$ cat src/rtl/mem_access_unit_pkg.sv
// Shared widths, memory opcodes and decode helpers for the MEM-stage access unit.
package mem_access_unit_pkg;

  localparam int unsigned REGS_ADDR_W = 5;
  localparam int unsigned REGS_DATA_W = 32;
  localparam int unsigned MEM_OP_W    = 3;

  typedef logic [MEM_OP_W-1:0] mem_op_t;

  localparam mem_op_t MEM_OP_NOP = 3'd0;
  localparam mem_op_t MEM_OP_LW  = 3'd1;
  localparam mem_op_t MEM_OP_LB  = 3'd2;
  localparam mem_op_t MEM_OP_LBU = 3'd3;
  localparam mem_op_t MEM_OP_SW  = 3'd4;
  localparam mem_op_t MEM_OP_SB  = 3'd5;

  // Codes 6 and 7 decode as NOP.
  function automatic logic is_mem_op(mem_op_t op);
    case (op)
      MEM_OP_LW, MEM_OP_LB, MEM_OP_LBU, MEM_OP_SW, MEM_OP_SB: return 1'b1;
      default: return 1'b0;
    endcase
  endfunction

  function automatic logic is_load(mem_op_t op);
    return (op == MEM_OP_LW) || (op == MEM_OP_LB) || (op == MEM_OP_LBU);
  endfunction

  function automatic logic is_store(mem_op_t op);
    return (op == MEM_OP_SW) || (op == MEM_OP_SB);
  endfunction

  function automatic logic is_word_op(mem_op_t op);
    return (op == MEM_OP_LW) || (op == MEM_OP_SW);
  endfunction

  // Big-endian lanes: offset 0 is bits 31:24.
  function automatic logic [3:0] byte_sel(mem_op_t op, logic [1:0] off);
    if (is_word_op(op)) return 4'b1111;
    case (off)
      2'd0:    return 4'b1000;
      2'd1:    return 4'b0100;
      2'd2:    return 4'b0010;
      default: return 4'b0001;
    endcase
  endfunction

endpackage

$ cat src/rtl/mem_load_formatter.sv
// Combinational load-data formatter: big-endian byte select plus sign/zero extension.
module mem_load_formatter
  import mem_access_unit_pkg::*;
(
  input  mem_op_t     i_op,
  input  logic [1:0]  i_byte_off,
  input  logic [31:0] i_rdata,
  output logic [31:0] o_data
);

  logic [7:0] w_byte;

  always_comb begin
    case (i_byte_off)
      2'd0:    w_byte = i_rdata[31:24];
      2'd1:    w_byte = i_rdata[23:16];
      2'd2:    w_byte = i_rdata[15:8];
      default: w_byte = i_rdata[7:0];
    endcase
  end

  always_comb begin
    o_data = i_rdata;
    case (i_op)
      MEM_OP_LB:  o_data = {{24{w_byte[7]}}, w_byte};
      MEM_OP_LBU: o_data = {24'h000000, w_byte};
      default:    o_data = i_rdata;
    endcase
  end

endmodule

$ cat src/rtl/mem_access_unit.sv
// MEM-stage load/store unit over a req/ack bus; stalls upstream while a transaction is open.
// Optional MEM_ALIGN_CHECK_EN rejects misaligned LW/SW in IDLE with align_error.
module mem_access_unit
  import mem_access_unit_pkg::*;
#(
  parameter int unsigned ACK_TIMEOUT = 255,
  parameter int unsigned TIMER_WIDTH = 8
) (
  input  logic                   clock,
  input  logic                   reset,
  input  logic                   mem_write_enable,
  input  logic [REGS_ADDR_W-1:0] mem_write_addr,
  input  logic [REGS_DATA_W-1:0] mem_write_data,
  input  mem_op_t                mem_op,
  input  logic [31:0]            mem_addr,
  input  logic [REGS_DATA_W-1:0] mem_store_data,
  output logic                   wb_write_enable,
  output logic [REGS_ADDR_W-1:0] wb_write_addr,
  output logic [REGS_DATA_W-1:0] wb_write_data,
  output logic                   stall_request,
  output logic                   bus_req,
  output logic                   bus_we,
  output logic [31:0]            bus_addr,
  output logic [3:0]             bus_byte_sel,
  output logic [31:0]            bus_wdata,
  input  logic                   bus_ack,
  input  logic [31:0]            bus_rdata,
  output logic                   bus_error,
  output logic                   align_error
);

  localparam logic [1:0] StIdle = 2'd0;
  localparam logic [1:0] StBus  = 2'd1;
  localparam logic [1:0] StDone = 2'd2;

  localparam logic [TIMER_WIDTH-1:0] TimeoutLast = TIMER_WIDTH'(ACK_TIMEOUT - 1);

  logic [1:0]             r_state;
  logic [TIMER_WIDTH-1:0] r_timer;
  logic [31:0]            r_load_data;
  mem_op_t                r_op;
  logic [1:0]             r_byte_off;
  logic                   r_aborted;

  logic        w_is_mem;
  logic        w_misaligned;
  logic        w_start;
  logic        w_timeout;
  logic [31:0] w_fmt_data;

  assign w_is_mem = is_mem_op(mem_op);

`ifdef MEM_ALIGN_CHECK_EN
  assign w_misaligned = is_word_op(mem_op) && (mem_addr[1:0] != 2'b00);
`else
  assign w_misaligned = 1'b0;
`endif

  assign w_start   = (r_state == StIdle) && w_is_mem && !w_misaligned;
  assign w_timeout = (ACK_TIMEOUT != 0) && (r_timer == TimeoutLast) && !bus_ack;

  // Op and offset are latched so formatting does not rely on the held EX/MEM inputs.
  mem_load_formatter u_load_formatter (
    .i_op       (r_op),
    .i_byte_off (r_byte_off),
    .i_rdata    (bus_rdata),
    .o_data     (w_fmt_data)
  );

  always_ff @(posedge clock) begin
    if (reset) begin
      r_state      <= StIdle;
      r_timer      <= '0;
      r_load_data  <= '0;
      r_op         <= MEM_OP_NOP;
      r_byte_off   <= 2'b00;
      r_aborted    <= 1'b0;
      bus_req      <= 1'b0;
      bus_we       <= 1'b0;
      bus_addr     <= '0;
      bus_byte_sel <= '0;
      bus_wdata    <= '0;
      bus_error    <= 1'b0;
    end else begin
      bus_error <= 1'b0;
      case (r_state)
        StIdle: begin
          if (w_start) begin
            bus_req      <= 1'b1;
            bus_we       <= is_store(mem_op);
            bus_addr     <= {mem_addr[31:2], 2'b00};
            bus_byte_sel <= byte_sel(mem_op, mem_addr[1:0]);
            bus_wdata    <= (mem_op == MEM_OP_SB) ? {4{mem_store_data[7:0]}} : mem_store_data;
            r_op         <= mem_op;
            r_byte_off   <= mem_addr[1:0];
            r_timer      <= '0;
            r_aborted    <= 1'b0;
            r_state      <= StBus;
          end
        end
        StBus: begin
          r_timer <= r_timer + 1'b1;
          if (bus_ack) begin
            bus_req     <= 1'b0;
            r_load_data <= w_fmt_data;
            r_state     <= StDone;
          end else if (w_timeout) begin
            bus_req   <= 1'b0;
            bus_error <= 1'b1;
            r_aborted <= 1'b1;
            r_state   <= StDone;
          end
        end
        StDone:  r_state <= StIdle;
        default: r_state <= StIdle;
      endcase
    end
  end

  always_comb begin
    stall_request   = 1'b0;
    wb_write_enable = 1'b0;
    wb_write_addr   = mem_write_addr;
    wb_write_data   = mem_write_data;
    align_error     = 1'b0;
    case (r_state)
      StIdle: begin
        if (!w_is_mem) begin
          wb_write_enable = mem_write_enable;
        end else if (w_misaligned) begin
          align_error = 1'b1;
        end else begin
          stall_request = 1'b1;
        end
      end
      StBus: stall_request = 1'b1;
      StDone: begin
        wb_write_enable = mem_write_enable && !r_aborted;
        if (is_load(r_op)) wb_write_data = r_load_data;
      end
      default: ;
    endcase
  end

endmodule

$ cat config.mk
export PLATFORM = sky130hd
export DESIGN_NAME = mem_access_unit
export DESIGN_NICKNAME = d
export VERILOG_FILES = /design/src/rtl/mem_access_unit_pkg.sv /design/src/rtl/mem_load_formatter.sv /design/src/rtl/mem_access_unit.sv
export SDC_FILE = /design/constraint.sdc
export NUM_CORES = 1
export LEC_CHECK = 0
export CORE_ASPECT_RATIO = 0.6
export CORE_MARGIN = 1.5
export CORE_UTILIZATION = 39
export DETAILED_ROUTE_END_ITERATION = 7
export PLACE_DENSITY_LB_ADDON = 0.25
export SYNTH_ARGS = -nofsm -noshare
export SYNTH_HDL_FRONTEND = slang
export SYNTH_HIERARCHICAL = 1
export SYNTH_SLANG_ARGS = --single-unit
$ cat constraint.sdc
create_clock -name clock -period 1.7 [get_ports clock]
set_clock_uncertainty 0.05 [all_clocks]
set_input_delay 0.34 -clock clock [delete_from_list [all_inputs] [get_ports clock]]
set_output_delay 0.34 -clock clock [all_outputs]
set_load 0.005 [all_outputs]
# Word level (Yosys, flattened, before mapping)

Cells that the tools add are included.
Widths: inputs -> output; s select.

$lt $le $gt $ge: 0
Reductions and logical operators: 21
$add $sub $neg: 1
Equality and inequality tests: 19
$mul: 0
Bitwise operators: 1
Shifts and indexed selects: 0
Div/mod/pow operators: 0
Mux-type cells: 32

Operators by type and width:

| kind                | number |
|---|---|
| $mux 32             | 3 |
| $pmux 32 s2         | 1 |
| $pmux 8 s3          | 1 |
| $pmux 8 s2          | 1 |
| $mux 1              | 14 |
| $eq 3x2->1 const B  | 4 |
| $pmux 4 s3          | 1 |
| $add 8x1->8 const B | 1 |
| $eq 8x8->1 const B  | 1 |
| $mux 4              | 2 |
| $mux 8              | 1 |
| $pmux 1 s2          | 4 |
| $reduce_and 2->1    | 4 |
| $eq 2x1->1 const B  | 3 |
| $eq 2x2->1 const B  | 3 |
| $eq 3x1->1 const B  | 2 |
| $eq 3x3->1 const B  | 2 |
| $logic_not 2->1     | 3 |
| $mux 2              | 3 |
| $ne 2x2->1 const B  | 3 |
| $reduce_or 5->1     | 1 |
| $logic_or 1x1->1    | 4 |
| $pmux 2 s2          | 1 |
| $reduce_and 4->1    | 1 |
| 7 further kinds     | 10 |

Latch bits: 0
Bits in read-only memories: 0
RAM bits: 0
Memories: 0
Input bits: 140
Flip-flop bits (word level): 117

# Longest topological paths before layout

Gate-level depths: netlist (run 1).

Word-level depth: 8
Mapped depth: 7

# Modules after synthesis

Netlist (run 1), hierarchy kept.

By module, submodules not included:

| module             | cells each | area an instance (µm²) | seq. area each (µm²) | times used |
|---|---|---|---|---|
| mem_access_unit    | 613        | 5231.3                 | 2342.2               | 1 |
| mem_load_formatter | 113        | 674.4                  | 0.0                  | 1 |

# Worst setup path after synthesis (run 1)

Ideal clock, no wire load.

Path type: input port to output port
Start: in mem_op[2]
End: out wb_write_enable
Required time: 1.310 ns
Path slack: -0.103 ns
Arrival time: 1.413 ns
Path buffers: 4
Stages on the path: 6
Cells stage by stage: buf_6 or3_1 clkbuf_1 buf_6 buf_6 a221oi_4

Longest elaborated chain between the ends: 5

Ends and longest elaborated chain:

| element                            | RTL line                  | source |
|---|---|---|
| start: declaration                 | mem_access_unit.sv:14     | `input mem_op_t mem_op,` |
| $eq 3x3->1 (tied with other cells) | mem_access_unit_pkg.sv:19 | `case (op)` |
| $reduce_or 5->1 (*)                | mem_access_unit_pkg.sv:19 |  |
| $mux 1 (*)                         | mem_access_unit_pkg.sv:19 |  |
| $mux 1 (*)                         | mem_access_unit.sv:128    | `if (!w_is_mem) begin` |
| $pmux 1 s2 (*)                     | mem_access_unit.sv:126    | `case (r_state)` |
| end: declaration                   | mem_access_unit.sv:17     | `output logic wb_write_enable,` |

Mark *: on every way between the ends. The rest lies on a longest branch, timed or not.

# Worst setup path after layout (run 1)

Start: reg r_op[1]
End: out wb_write_data[25]

Longest elaborated chain between the ends: 5

Ends and longest elaborated chain:

| element                                         | RTL line                  | source |
|---|---|---|
| start: declaration                              | mem_access_unit.sv:41     | `mem_op_t r_op;` |
| start signal: assignment                        | mem_access_unit.sv:94     | `r_op <= mem_op;` |
| $eq 3x1->1 / $eq 3x2->1 (equally long branches) | mem_access_unit_pkg.sv:26 | `return (op == MEM_OP_LW) \|\| (op == MEM_OP_LB) \|\| (op == MEM_OP_LBU);` |
| $logic_or 1x1->1                                | mem_access_unit_pkg.sv:26 |  |
| $logic_or 1x1->1 (*)                            | mem_access_unit_pkg.sv:26 |  |
| $mux 32 (*)                                     | mem_access_unit.sv:139    | `if (is_load(r_op)) wb_write_data = r_load_data;` |
| $mux 32 (*)                                     | mem_access_unit.sv:126    |  |
| end: declaration                                | mem_access_unit.sv:19     | `output logic [REGS_DATA_W-1:0] wb_write_data,` |

Marked as above.

==> reports/results.txt, run 1 <==
status - complete, but fails checks
violated checks - negative setup slack
top-count cell post-synth - a21oi_1
num ports - 251
Cell variety after synth - 53
pin count of the biggest net entering global routing - 67
required time of the worst setup path - 1.31 ns
Critical Path Fanout Max - 8
CTS tree - built
total track usage - 0.269
Worst VDD drop - 0.789 mV
Area Overhead vs Synth - 73.2%
Antenna Nets Post-Route - 0
xor/xnor share of the synthesized area - 0.00148
sequential share of the synthesized area - 0.397
fraction of registers with async set/reset - 0
CP arrival - 1.71 ns
crit path capture type - output pin
hold-fix buffers at CTS - 0
# setup viols final - 77
initial antenna violation count - 0
vias in the first global route - 6080
Post-synth EDFFs - 0
CTS H-Tree Depth - 4
top cells by area, synth - dfxtp_1 40%, a21oi_1 11%, nand2_1 6.3%
minimum clock period - 2.10 ns
top cell type's share of synthesized area - 0.397
Synth Area in Compound Gates - 0.277
pre-CTS setup slack - -0.743 ns
Min Hold Slack - 0.259 ns
DP HPWL - 14500 um
TritonCTS Sinks - 117
Hold Crit Class - primary input to register
worst-case clock buffer depth - 2
DRT iter0 DRCs - 590
grt ovf - 0
total wire length - 22800 um
maximum clock frequency - 476 MHz
port buffer count - 237
num rows - 34
antenna cells - 0
Final Hold Vio Count - 0
Die W - 162 um
fraction of layout cells with a size suffix above 1 - 0.255
Post-layout nets - 1124
crit start category - register
Cell Area, Synth - 0.00591 sq mm
main flop type after synthesis - dfxtp_1
Num CTS Buffers - 17
Worst-Skew Late Latency - 0.40 ns
critical path class - register to output pin
setup ws final - -0.401 ns
mux contribution to synthesized area - 0.0655
Final period util - 1.24
main combinational cell family by area after synthesis - compound AO/OA/AOI/OAI gates
clk slew on worst S/H paths - 0.05 ns
first-pass GRT wire length - 33600 um
slew margin rel. - 0.563
Placer Congestion - 0.868
Clock Tree Root - clkbuf_16
core box area - 0.0146 sq mm
Final Max Slew Viols - 0
most frequent cells after synthesis - 132 x a21oi_1, 117 x dfxtp_1, 99 x nand2_1, 48 x o21ai_0, 43 x nand3_1
Synth area leader - dfxtp_1
DRC Markers - 0
Die Ht - 98.3 um
RSZ-0062 raised after global routing - yes
1st-pass router iterations - 4
Lkg Pwr - 4.22 nW
setup tns final - -14.33 ns
via count - 6613
syn_area_per_cell - 8.13 sq um
Starting Density - 0.404
max-cap viol count - 0
Simple-Gate Fraction of Synth Area - 0.174
yosys warns - 6
actual slew at the worst max-slew pin - 0.656 ns
cell area power density - 888 mW/mm^2
drt wl/cell - 19.1 um
post-DR vias/cell - 5.54
adder-cell share of the synthesized area - 0.00424
die area - 0.0159 sq mm
synthesized flop and latch total - 117
Syn Inst Count - 726
-- path summary, 6_finish.rpt --
check / startpoint / to / slack, ns / cells after the start
max: r_op[1] / wb_write_data[25] / -0.40 / 5
min: reset / bus_wdata[0] / 0.26 / 2
max reg2reg: r_state[1] / bus_wdata[12] / -0.08 / 9
min reg2reg: r_load_data[3] / r_load_data[3] / 0.41 / 2
-- flip-flops by register name, summed over array words and instances (netlist names) --
| signal | count |
|---|---|
| r_timer | 8 |
| bus_byte_sel | 4 |
| bus_req | 1 |
| r_state | 2 |
| r_aborted | 1 |
| bus_wdata | 32 |
| r_byte_off | 2 |
| bus_we | 1 |
| r_load_data | 32 |
| bus_error | 1 |
| r_op | 3 |
| bus_addr | 30 |
-- cell families (layout without fill, tap and decap cells) --
family	Yosys count	in the layout
and+or+nand+nor	210	210
AOI/OAI and AO/OA	273	273
muxes	34	34
xor gates and xnor gates	1	1
buffers and inverters	88	355
other	1	3
DFF	117	117
adders and majority gates	2	2
-- cell usage in the layout (no fill, tap or decap), types with 6 or more instances in the layout --
cell | synthesis | routed
nand3_1 | 43 | 39
a21oi_1 | 132 | 102
mux2_4 | 1 | 33
nand2b_1 | 13 | 11
buf_4 | 19 | 42
a211oi_2 | 1 | 12
a21oi_2 | 0 | 29
o21ai_1 | 16 | 16
a211oi_1 | 33 | 21
dfxtp_1 | 117 | 113
dlygate4sd2_1 | 0 | 6
dlymetal6s2s_1 | 0 | 15
clkdlybuf4s50_1 | 0 | 181
and4b_1 | 8 | 8
buf_12 | 0 | 22
o31ai_1 | 12 | 12
buf_6 | 6 | 41
clkbuf_16 | 0 | 23
nand2_1 | 99 | 98
nor2b_1 | 9 | 9
o21ai_0 | 48 | 48
nor2_1 | 13 | 12
-- area by class of cell --
cell class              count  area [sq um]
fillers                  1165          4400
inverters                   4          15.0
repair buffers            319          3510
clock inverters            15           154
multi-input cells         523          3530
well taps                 198           248
clock buffers              17           425
flip-flops and latches    117          2350
-- per-layer routing --
| layer | vias up | wire length (um) | global-route usage |
|---|---|---|---|
| li1 | 3147 | - | - |
| met1 | 3122 | 10600 | 0.396 |
| met2 | 320 | 9610 | 0.367 |
| met3 | 24 | 2380 | 0.100 |
| met4 | 0 | 269 | 0.0621 |
| met5 | - | 0 | 0 |
-- where the power goes --
group | internal, mW | leakage (nW) | switching (mW)
clock | 2.17 | 0.276 | 1.36
combinational | 1.39 | 2.98 | 1.07
sequential | 2.96 | 0.962 | 0.133
-- stage by stage --
stage,util,std cells,power (mW),instance area (sq um)
after floorplan,-,728,4.01,5930
after global placement,0.593,1139,5.09,8680
after detailed placement,0.593,1139,5.11,8680
after CTS,0.662,1183,8.78,9690
after global routing,0.699,1193,9.43,10200
final,0.699,1193,9.08,10200
-- worst max-delay path, stage by stage, from the launching register on --
cell,delay (ns)
dfxtp_2,0.31
o211ai_1,0.22
buf_4,0.20
buf_12,0.16
mux2_4,0.31
buf_6,0.12
-- repair_timing --
action / CTS / global route
resized for setup: 233 / 98
cloned: 5 / 6
buffers inserted: 8 / 9
pin swaps: 18 / 35
endpoints found under the setup margin: 105 / 95
No activity file was read; power rests on OpenSTA's default activity.
==> run 2, diff against run 1 <==
--- a/config.mk
+++ b/config.mk
@@ -5,10 +5,11 @@
 export SDC_FILE = /design/constraint.sdc
 export NUM_CORES = 1
 export LEC_CHECK = 0
-export CORE_ASPECT_RATIO = 0.6
+export CORE_ASPECT_RATIO = 1.4
 export CORE_MARGIN = 1.5
 export CORE_UTILIZATION = 39
 export DETAILED_ROUTE_END_ITERATION = 7
+export MAX_ROUTING_LAYER = met4
 export PLACE_DENSITY_LB_ADDON = 0.25
 export SYNTH_ARGS = -nofsm -noshare
 export SYNTH_HDL_FRONTEND = slang
==> run 2 against run 1 <==
The flow still finishes with violations (negative setup slack). Wire length is 5.4% lower. Sequential power hardly changed. Sequential share of layout area is 0.27 points higher. Non-clock buffer count is 7 higher. Cell count hardly changed. Global-route usage is 0.44 points lower. Core utilization is 2.0 points lower. Maximum frequency is 6.7% lower. Worst setup slack worse by 0.15 ns. Highest routed layer unchanged. Die area hardly changed.
==> reports/results.txt, run 2 (synthesized netlist as in run 1, its figures left out) <==
status - complete, but fails checks
violated checks - negative setup slack
setup ws final - -0.552 ns
filler instances - 1198
Clock Tree Root - clkbuf_16
Area Overhead vs Synth - 71.7%
vias in the first global route - 6123
minimum clock period - 2.25 ns
antenna cells - 0
Hold Crit Class - primary input to register
fin cells - 1194
Num CTS Buffers - 17
num rows - 53
hold path depth - 2
utilization after layout - 0.679
CTS H-Tree Depth - 4
post-DR vias/cell - 5.49
worst-case clock buffer depth - 2
DP HPWL - 13500 um
placed inst area - 0.00865 sq mm
max-cap viol count - 0
Post-layout nets - 1131
DRC Markers - 0
clk slew on worst S/H paths - 0.06 ns
reg2reg start - r_state[0]
crit start category - register
pin count of the biggest net entering global routing - 67
setup tns final - -16.14 ns
fin area - 0.0101 sq mm
slew margin rel. - 0.655
placed cells - 1133
core box area - 0.0149 sq mm
Placer Congestion - 0.866
RSZ-0062 raised after global routing - yes
Die W - 107 um
commonest non-fill, non-tap cell in the layout - clkdlybuf4s50_1
Die Ht - 149 um
# setup viols final - 43
Lkg Pwr - 4.19 nW
die area - 0.0159 sq mm
Final Max Slew Viols - 0
TritonCTS Sinks - 117
maximum clock frequency - 444 MHz
hold path startpoint - reset
Critical Path Fanout Max - 6
R2R cell count - 8
Final Hold Vio Count - 0
CTS tree - built
pre-CTS setup slack - -0.866 ns
Min Hold Slack - 0.215 ns
total wire length - 21600 um
commonest non-fill, non-tap cells in the layout - 186 x clkdlybuf4s50_1, 131 x a21oi_1, 110 x dfxtp_1
CP arrival - 1.86 ns
critical path startpoint - r_op[0]
required time of the worst setup path - 1.31 ns
1st-pass router iterations - 5
drt wl/cell - 18.1 um
cell area power density - 895 mW/mm^2
Worst VDD drop - 0.561 mV
fraction of layout cells with a size suffix above 1 - 0.237
actual slew at the worst max-slew pin - 0.518 ns
first-pass GRT wire length - 32200 um
grt ovf - 0
num ports - 251
Starting Density - 0.396
port buffer count - 237
initial antenna violation count - 0
Final period util - 1.32
critical path class - register to output pin
crit path capture type - output pin
Worst-Skew Late Latency - 0.41 ns
DRT iter0 DRCs - 326
Antenna Nets Post-Route - 0
total track usage - 0.265
via count - 6560
biggest regs - bus_wdata (32), r_load_data (32), bus_addr (30)
total power after layout - 9.07 mW
run 2: cell types whose count changed in the layout (fill, tap and decap cells not counted), moves of 9 or more:
cell     delta
a21oi_2    -28
a21oi_1    +29
buf_12      -9
buf_6      +10
o21ai_1    +16
o21ai_0    -16
run 2: timing repair:
item | CTS | global route
pin swaps | 8 | 6
cloned | 5 | 3
endpoints found under the setup margin | 114 | 107
resized for setup | 246 | 74
hold buffers | 0 | 0
buffers inserted | 20 | 5
run 2: layout make-up:
| type | instances | area, sq um | area share |
|---|---|---|---|
| clock inverters | 13 | 171 | 0.0169 |
| clock buffers | 19 | 443 | 0.0437 |
| repair buffers | 326 | 3470 | 0.342 |
| multi-input cells | 523 | 3450 | 0.340 |
| well taps | 192 | 240 | 0.0237 |
| flip-flops and latches | 117 | 2350 | 0.232 |
| inverters | 4 | 15.0 | 0.00148 |
run 2: metal layers:
| metal | track usage | wire (um) |
|---|---|---|
| met4 | 0.0940 | 580 |
| met2 | 0.460 | 11300 |
| met3 | 0.0517 | 1480 |
| met5 | - | 0 |
| met1 | 0.302 | 8300 |
run 2: path summary, 6_finish.rpt:
check / endpoint / slack (ns)
max: wb_write_data[15] / -0.55
min: r_timer[2] / 0.22
max reg2reg: bus_wdata[23] / -0.01
min reg2reg: r_load_data[17] / 0.40
run 2: where the power goes:
part	leakage, nW	switching [mW]	internal [mW]
clock network	0.295	1.35	2.36
registers	0.963	0.128	2.96
logic	2.93	0.983	1.28
total	4.19	2.46	6.61
run 2: critical path, cell delays in order (launching register included):
cell and delay [ns]:
dfxtp_1 0.31, o211ai_1 0.29, bufbuf_16 0.34, buf_6 0.11
mux2_4 0.29, buf_6 0.12
